<file path="config.mk">
export PLATFORM = sky130hd
export DESIGN_NAME = rfphoenix_mem_req_sequencer_flat
export DESIGN_NICKNAME = d
export VERILOG_FILES = /design/src/rtl/rfphoenix_mem_req_sequencer_pkg.sv /design/src/rtl/rfphoenix_mem_req_sequencer_if.sv /design/src/rtl/rfphoenix_mem_req_sequencer.sv /design/src/flat_wrapper.sv
export SDC_FILE = /design/constraint.sdc
export NUM_CORES = 1
export LEC_CHECK = 0
export ABC_AREA = 1
export ABC_CLOCK_PERIOD_IN_PS = 2250
export BUFFER_PORTS_ARGS = -buffer_cell sky130_fd_sc_hd__buf_4
export CAP_MARGIN = 25
export CORE_MARGIN = 2
export CORE_UTILIZATION = 28
export CTS_CLUSTER_DIAMETER = 40
export DETAILED_ROUTE_END_ITERATION = 12
export HOLD_SLACK_MARGIN = 0.03
export RECOVER_POWER = 25
export SLEW_MARGIN = 10
export SYNTH_ARGS = -nofsm -noshare
export SYNTH_HDL_FRONTEND = slang
export SYNTH_SLANG_ARGS = --single-unit
export TNS_END_PERCENT = 20
</file>
<file path="constraint.sdc">
create_clock -name clk -period 2.25 [get_ports clk]
set_input_delay 0.225 -clock clk [delete_from_list [all_inputs] [get_ports clk]]
set_output_delay 0.225 -clock clk [all_outputs]
set_load 0.01 [all_outputs]
</file>
<file path="src/rtl/rfphoenix_mem_req_sequencer_pkg.sv">
// Shared types for the memory request sequencer: request entry layout,
// thread count and the sequencer FSM encoding.
package rfphoenix_mem_req_sequencer_pkg;

    localparam int NTHREADS = 4;
    localparam int TW       = $clog2(NTHREADS);
    localparam int AW       = 32;
    localparam int DW       = 32;

    typedef enum logic [1:0] {
        MR_LOAD  = 2'd0,
        MR_STORE = 2'd1,
        MR_LOADZ = 2'd2,
        MR_NOP   = 2'd3
    } memop_t;

    typedef struct packed {
        logic          v;
        logic [TW-1:0] thread;
        memop_t        func;
        logic [AW-1:0] adr;
        logic [DW-1:0] dat;
        logic [DW-1:0] res;
    } memory_arg_t;

    typedef enum logic [1:0] {
        IDLE = 2'd0,
        WAIT = 2'd1,
        POP  = 2'd2,
        RESP = 2'd3
    } mrs_state_t;

    // Completed request: the issued entry with its result field replaced.
    function automatic memory_arg_t mrs_with_res(input memory_arg_t a, input logic [DW-1:0] r);
        memory_arg_t o;
        o     = a;
        o.res = r;
        return o;
    endfunction

endpackage

</file>
<file path="src/rtl/rfphoenix_mem_req_sequencer_if.sv">
// Queue-head, memory-port, rollback and writeback-response signals of the
// sequencer; master is the sequencer side, slave is its environment.
interface rfphoenix_mem_req_sequencer_if;
    import rfphoenix_mem_req_sequencer_pkg::*;

    logic                q_valid;
    memory_arg_t         q_head;
    logic                q_rd;
    logic                mem_req;
    memory_arg_t         mem_arg;
    logic                mem_ack;
    logic [DW-1:0]       mem_res;
    logic [NTHREADS-1:0] rollback;
    logic                resp_v;
    memory_arg_t         resp;
    logic                resp_err;
    logic                resp_rdy;
    logic                busy;

    modport master (
        input  q_valid, q_head, mem_ack, mem_res, rollback, resp_rdy,
        output q_rd, mem_req, mem_arg, resp_v, resp, resp_err, busy
    );

    modport slave (
        output q_valid, q_head, mem_ack, mem_res, rollback, resp_rdy,
        input  q_rd, mem_req, mem_arg, resp_v, resp, resp_err, busy
    );

endinterface

</file>
<file path="src/rtl/rfphoenix_mem_req_sequencer.sv">
// Drains the memory request queue one head entry at a time onto the data
// memory port, with drop, in-flight squash and bus-timeout handling.
module rfphoenix_mem_req_sequencer
    import rfphoenix_mem_req_sequencer_pkg::*;
#(
    parameter int TMO = 63
) (
    input  logic                           clk,
    input  logic                           rst,
    rfphoenix_mem_req_sequencer_if.master  bus
);

    localparam logic [7:0] TMO_LAST = 8'(TMO - 1);

    mrs_state_t  r_state;
    logic [7:0]  r_tcnt;
    logic        r_sq;
    logic        r_err;
    logic        r_drop;
    logic        r_q_rd;
    logic        r_mem_req;
    logic        r_resp_v;
    logic        r_resp_err;
    memory_arg_t r_mem_arg;
    memory_arg_t r_resp;

    logic        w_head_rb;
    logic        w_arg_rb;
    logic        w_tmo;

    assign w_head_rb = bus.rollback[bus.q_head.thread];
    assign w_arg_rb  = bus.rollback[r_mem_arg.thread];
    assign w_tmo     = (r_tcnt == TMO_LAST);

    always_ff @(posedge clk or negedge rst) begin
        if (!rst) begin
            r_state    <= IDLE;
            r_tcnt     <= '0;
            r_sq       <= 1'b0;
            r_err      <= 1'b0;
            r_drop     <= 1'b0;
            r_q_rd     <= 1'b0;
            r_mem_req  <= 1'b0;
            r_resp_v   <= 1'b0;
            r_resp_err <= 1'b0;
            r_mem_arg  <= '0;
            r_resp     <= '0;
        end else begin
            case (r_state)
                IDLE: begin
                    if (bus.q_valid) begin
                        if (!bus.q_head.v || w_head_rb) begin
                            r_drop  <= 1'b1;
                            r_q_rd  <= 1'b1;
                            r_state <= POP;
                        end else begin
                            r_mem_arg <= bus.q_head;
                            r_mem_req <= 1'b1;
                            r_tcnt    <= '0;
                            r_sq      <= 1'b0;
                            r_err     <= 1'b0;
                            r_drop    <= 1'b0;
                            r_state   <= WAIT;
                        end
                    end
                end
                WAIT: begin
                    r_tcnt <= r_tcnt + 8'd1;
                    if (w_arg_rb) begin
                        r_sq <= 1'b1;
                    end
                    // An ack on the terminal count cycle still completes normally.
                    if (bus.mem_ack) begin
                        r_mem_req <= 1'b0;
                        r_resp    <= mrs_with_res(r_mem_arg, bus.mem_res);
                        r_q_rd    <= 1'b1;
                        r_state   <= POP;
                    end else if (w_tmo) begin
                        r_mem_req <= 1'b0;
                        r_err     <= 1'b1;
                        r_resp    <= mrs_with_res(r_mem_arg, '0);
                        r_q_rd    <= 1'b1;
                        r_state   <= POP;
                    end
                end
                POP: begin
                    r_q_rd <= 1'b0;
                    if (w_arg_rb) begin
                        r_sq <= 1'b1;
                    end
                    if (r_drop || r_sq || w_arg_rb) begin
                        r_drop  <= 1'b0;
                        r_state <= IDLE;
                    end else begin
                        r_resp_v   <= 1'b1;
                        r_resp_err <= r_err;
                        r_state    <= RESP;
                    end
                end
                RESP: begin
                    if (bus.resp_rdy) begin
                        r_resp_v   <= 1'b0;
                        r_resp_err <= 1'b0;
                        r_state    <= IDLE;
                    end
                end
                default: r_state <= IDLE;
            endcase
        end
    end

    assign bus.q_rd     = r_q_rd;
    assign bus.mem_req  = r_mem_req;
    assign bus.mem_arg  = r_mem_arg;
    assign bus.resp_v   = r_resp_v;
    assign bus.resp     = r_resp;
    assign bus.resp_err = r_resp_err;
    assign bus.busy     = (r_state != IDLE);

endmodule
</file>
<file path="src/flat_wrapper.sv">
// flat-port wrapper written by rule: the top's interface ports become plain ports
module rfphoenix_mem_req_sequencer_flat import rfphoenix_mem_req_sequencer_pkg::*;
#(
    parameter int TMO = 63
)
  (clk, rst, bus_q_valid, bus_q_head, bus_mem_ack, bus_mem_res, bus_rollback, bus_resp_rdy, bus_q_rd, bus_mem_req, bus_mem_arg, bus_resp_v, bus_resp, bus_resp_err, bus_busy);
  rfphoenix_mem_req_sequencer_if bus_i ();
  input  logic clk;
  input  logic rst;
  input wire logic [$bits(bus_i.q_valid)-1:0] bus_q_valid;
  input wire logic [$bits(bus_i.q_head)-1:0] bus_q_head;
  input wire logic [$bits(bus_i.mem_ack)-1:0] bus_mem_ack;
  input wire logic [$bits(bus_i.mem_res)-1:0] bus_mem_res;
  input wire logic [$bits(bus_i.rollback)-1:0] bus_rollback;
  input wire logic [$bits(bus_i.resp_rdy)-1:0] bus_resp_rdy;
  output wire logic [$bits(bus_i.q_rd)-1:0] bus_q_rd;
  output wire logic [$bits(bus_i.mem_req)-1:0] bus_mem_req;
  output wire logic [$bits(bus_i.mem_arg)-1:0] bus_mem_arg;
  output wire logic [$bits(bus_i.resp_v)-1:0] bus_resp_v;
  output wire logic [$bits(bus_i.resp)-1:0] bus_resp;
  output wire logic [$bits(bus_i.resp_err)-1:0] bus_resp_err;
  output wire logic [$bits(bus_i.busy)-1:0] bus_busy;
  assign bus_i.q_valid = bus_q_valid;
  assign bus_i.q_head = bus_q_head;
  assign bus_i.mem_ack = bus_mem_ack;
  assign bus_i.mem_res = bus_mem_res;
  assign bus_i.rollback = bus_rollback;
  assign bus_i.resp_rdy = bus_resp_rdy;
  assign bus_q_rd = bus_i.q_rd;
  assign bus_mem_req = bus_i.mem_req;
  assign bus_mem_arg = bus_i.mem_arg;
  assign bus_resp_v = bus_i.resp_v;
  assign bus_resp = bus_i.resp;
  assign bus_resp_err = bus_i.resp_err;
  assign bus_busy = bus_i.busy;
  rfphoenix_mem_req_sequencer #(.TMO(TMO)) u_core (.clk(clk), .rst(rst), .bus(bus_i));
endmodule
</file>
==> results.md <==
- Number of synthesized register bits: around 220
- Post-route cell area: about 15,000 um2
- Ys Warns: 0
- Clock-pin transition on the worst setup and hold timing paths: approximately 0.050 ns
- Worst Hold Launch: bus_q_head[100]
- Pwr Density: roughly 1300 nW/um2
- Diodes inserted: 0
- Setup TNS: 0 ns
- Wire length of the first global-routing pass: approximately 43,000 um
- Initial core utilization: between 20% and 30%
- Horiz. Die Dim: ~180 um
- Hold Worst Slack: a little over 0.06 ns
- Placed Area: 11,940 um2
- Layout net count: 1,605
- Core area: 31,470 um2
- Die height: between 150 and 200 um
- CTS tree: built
- Die area: roughly 33,000 um2
- Total GRT Usage: around 16%
- CTS Buf Count: 39
- DP Worst Slack: about 0.42 ns
- CP Cell Sequence: inv_1, ha_1, inv_1, buf_4
- Worst path most repeated cell: inv_1
- Min-Delay Path Class: primary input to flop
- Max_cap viols: 0
- Leak Pwr: 0.007205 uW
- Worst skew pair latency: ~0.51 ns
- DRT iter0 DRCs: between 300 and 400
- Rows: 65
- Initial antenna violation count: 0
- Setup CP Type: flop to output port
- Hold Crit Endpoint: u_core.r_drop$_DFFE_PN0P_
- FMAX: 536.6 MHz
- Critical path's slowest cell: dfrtp_1
- GRT overflow: 0
- Share of layout cells above drive strength 1: between 30% and 40%
- Hold path depth: 4
- RSZ-0062 raised after global routing: false
- DR pass1 iterations: 5
- Vias in the first global route: roughly 8,400
- Antenna viol nets, final: 0
- Final core utilization: 46.22%
- Hpwl dp: between 15,000 and 20,000 um
- Wire length on met1: 11,300 um
- Max layer used: met4
- Synth Cell Area: 8919 um2
- Post-Route WL: 27,130 um
- Bufs on Longest Clock Path: 3
- Syn nets: between 1,000 and 1,500
- # IOs: 349
- Crit start category: flop
- Crit path buf inv count: 3
- Slew Viols, Final: 0
- Seq/Total Area, Yosys: 61.45%
- Fin crit period: about 1.9 ns
- Metal3 WL: 1707 um
- Vias: about 8,200
- Reg2reg start: u_core.r_state[0]$_DFFE_PN0P_
- Worst Path Arrival: 1.64 ns
- Worst setup margin: a little under 0.4 ns
- Fin crit share: between 80% and 90%
- Final setup viols: 0
- Synth Instances: 970
- CP required: 2.03 ns
- Max VDD drop: around 0.66 mV
- Routed WL per cell: between 10 and 15 um
- P&R area growth vs syn: 63.10%
- Status: complete, no violations
- Final Skew: ~0.018 ns
- Largest net degree at the start of global routing: 124
- Worst Tran Pin Value: 0.7629 ns
- DR DRC count: 0
- Worst-path maximum fanout: 7
- DR WL met2: 12,870 um
- Synth unique cells: 26
- Root Buffer: clkbuf_16
- CTS Sinks: 219
- Final Wtd Congestion: 0.7746
- Relative slew slack: between 40% and 50%
- Synth Area per Inst: about 9.2 um2
- Fin. Hold Viols: 0
- Via density: approximately 4.3
- FF-to-FF path depth: 7
- Cell family with most CP delay: flip-flops
- Slowest stage delay, CP: between 0.4 and 0.5 ns
- R2r setup slk: roughly 0.41 ns
- Port Buffers: 348
- CP endpoint kind: output port
- # Post-CTS Setup Buffers: 0
- Htree depth: 2
- RR Endpoint: u_core.bus.mem_arg[96]$_DFFE_PN0P_
==> state kept, by name (all words and copies together), names as in the netlist <==
name / cells
u_core.bus.q_rd: 1
u_core.bus.mem_arg: 101
u_core.r_err: 1
u_core.bus.resp_err: 1
u_core.bus.resp_v: 1
u_core.bus.resp: 101
u_core.r_drop: 1
u_core.r_sq: 1
u_core.r_state: 2
u_core.bus.mem_req: 1
u_core.r_tcnt: 8
==> power by group <==
| group | switching (uW) | leakage (uW) | internal (uW) |
|---|---|---|---|
| Sequential | 1140 | 0.00267 | 5690 |
| Clock | 2090 | 0.000623 | 3530 |
| Combinational | 3640 | 0.00391 | 3390 |
| Total | 6860 | 0.00720 | 12600 |
==> kinds of logic (layout without fill, tap and decap cells) <==
family                     after synthesis  in the layout  share of synthesized area, %
xor gates and xnor gates                 1              1                       0.09822
and+or+nand+nor                        414            414                         18.46
DFF                                    219            219                         61.45
AOI/OAI and AO/OA                      161            161                         10.34
adders and majority gates                7              7                        0.9820
buffers and inverters                  168            685                         8.670
==> area by class of cell <==
class / count / area [um2]
Clock inverter: 22 / 177.7
Tap cell: 402 / 503.0
Sequential cell: 219 / 5480
Timing Repair Buffer: 495 / 4158
Clock buffer: 50 / 1109
Multi-Input combinational cell: 583 / 2674
Fill cell: 2902 / 16930
Inverter: 118 / 445.4
==> layout by cell type (no fill, tap or decap), types with 5 or more instances in the layout <==
cell,count
dlygate4sd3_1,133
inv_1,116
ha_1,7
nand2_1,312
clkinv_2,5
buf_4,352
clkinvlp_4,5
dfrtp_1,219
clkinv_4,6
a21oi_1,14
nand3_1,47
buf_12,9
a21oi_2,28
o21ai_0,117
clkbuf_8,7
clkbuf_16,40
nor2_1,44
==> worst max-delay path by stage <==
stage / startpoint / endpoint / slack [ns] / depth (start not counted)
global route: u_core.r_state[1]$_DFFE_PN0P_ / u_core.bus.mem_arg[96]$_DFFE_PN0P_ / 0.23 / 7
CTS: u_core.r_state[0]$_DFFE_PN0P_ / bus_busy / 0.36 / 4
global placement: u_core.r_tcnt[0]$_DFFE_PN0P_ / u_core.bus.resp[98]$_DFFE_PN0P_ / 0.46 / 10
detailed placement: u_core.r_state[0]$_DFFE_PN0P_ / u_core.bus.mem_arg[82]$_DFFE_PN0P_ / 0.42 / 6
floorplan: u_core.r_state[1]$_DFFE_PN0P_ / u_core.bus.resp[65]$_DFFE_PN0P_ / 0.61 / 8
finish: u_core.r_state[0]$_DFFE_PN0P_ / bus_busy / 0.39 / 4
==> cells in the mapped netlist, drive strengths merged <==
cell type / instances / area (um2)
nor3: 1 / 5.000
nand4: 5 / 37.53
a21oi: 42 / 315.3
dfrtp: 219 / 5480
ha: 7 / 87.58
inv: 118 / 442.9
or2: 2 / 12.51
xnor2: 1 / 8.760
nand3b: 1 / 7.510
clkbuf: 23 / 87.58
o21ai: 119 / 606.8
nand3: 47 / 235.2
nand2: 313 / 1177
nor2: 45 / 171.4
buf: 27 / 242.7
==> layer usage <==
layer,track usage (%),vias up
met2,26.19,276
met5,0,-
met1,19.53,3799
met3,4.211,90
li1,-,4008
met4,7.839,0
==> per-stage QoR <==
step                      power [uW]  instances
after floorplan                 9829        970
after global placement         13600       1684
after detailed placement       13740       1684
after CTS                      19700       1889
after global routing           20790       1889
final                          19480       1889
==> timing repair <==
action | in CTS | in global routing
endpoints found under the hold margin | 351 | 0
resized for setup | 0 | 0
hold buffers | 133 | 0
==> worst reg2reg max path: cells and delay by family, from the launching register on <==
kind            cells  cell delay [ns]
buf+inv             3             0.66
simple gates        2             0.27
fa+ha+maj           1             0.32
flops               1             0.42
compound gates      1             0.09
Note: power is estimated with default switching activity, not from simulation.
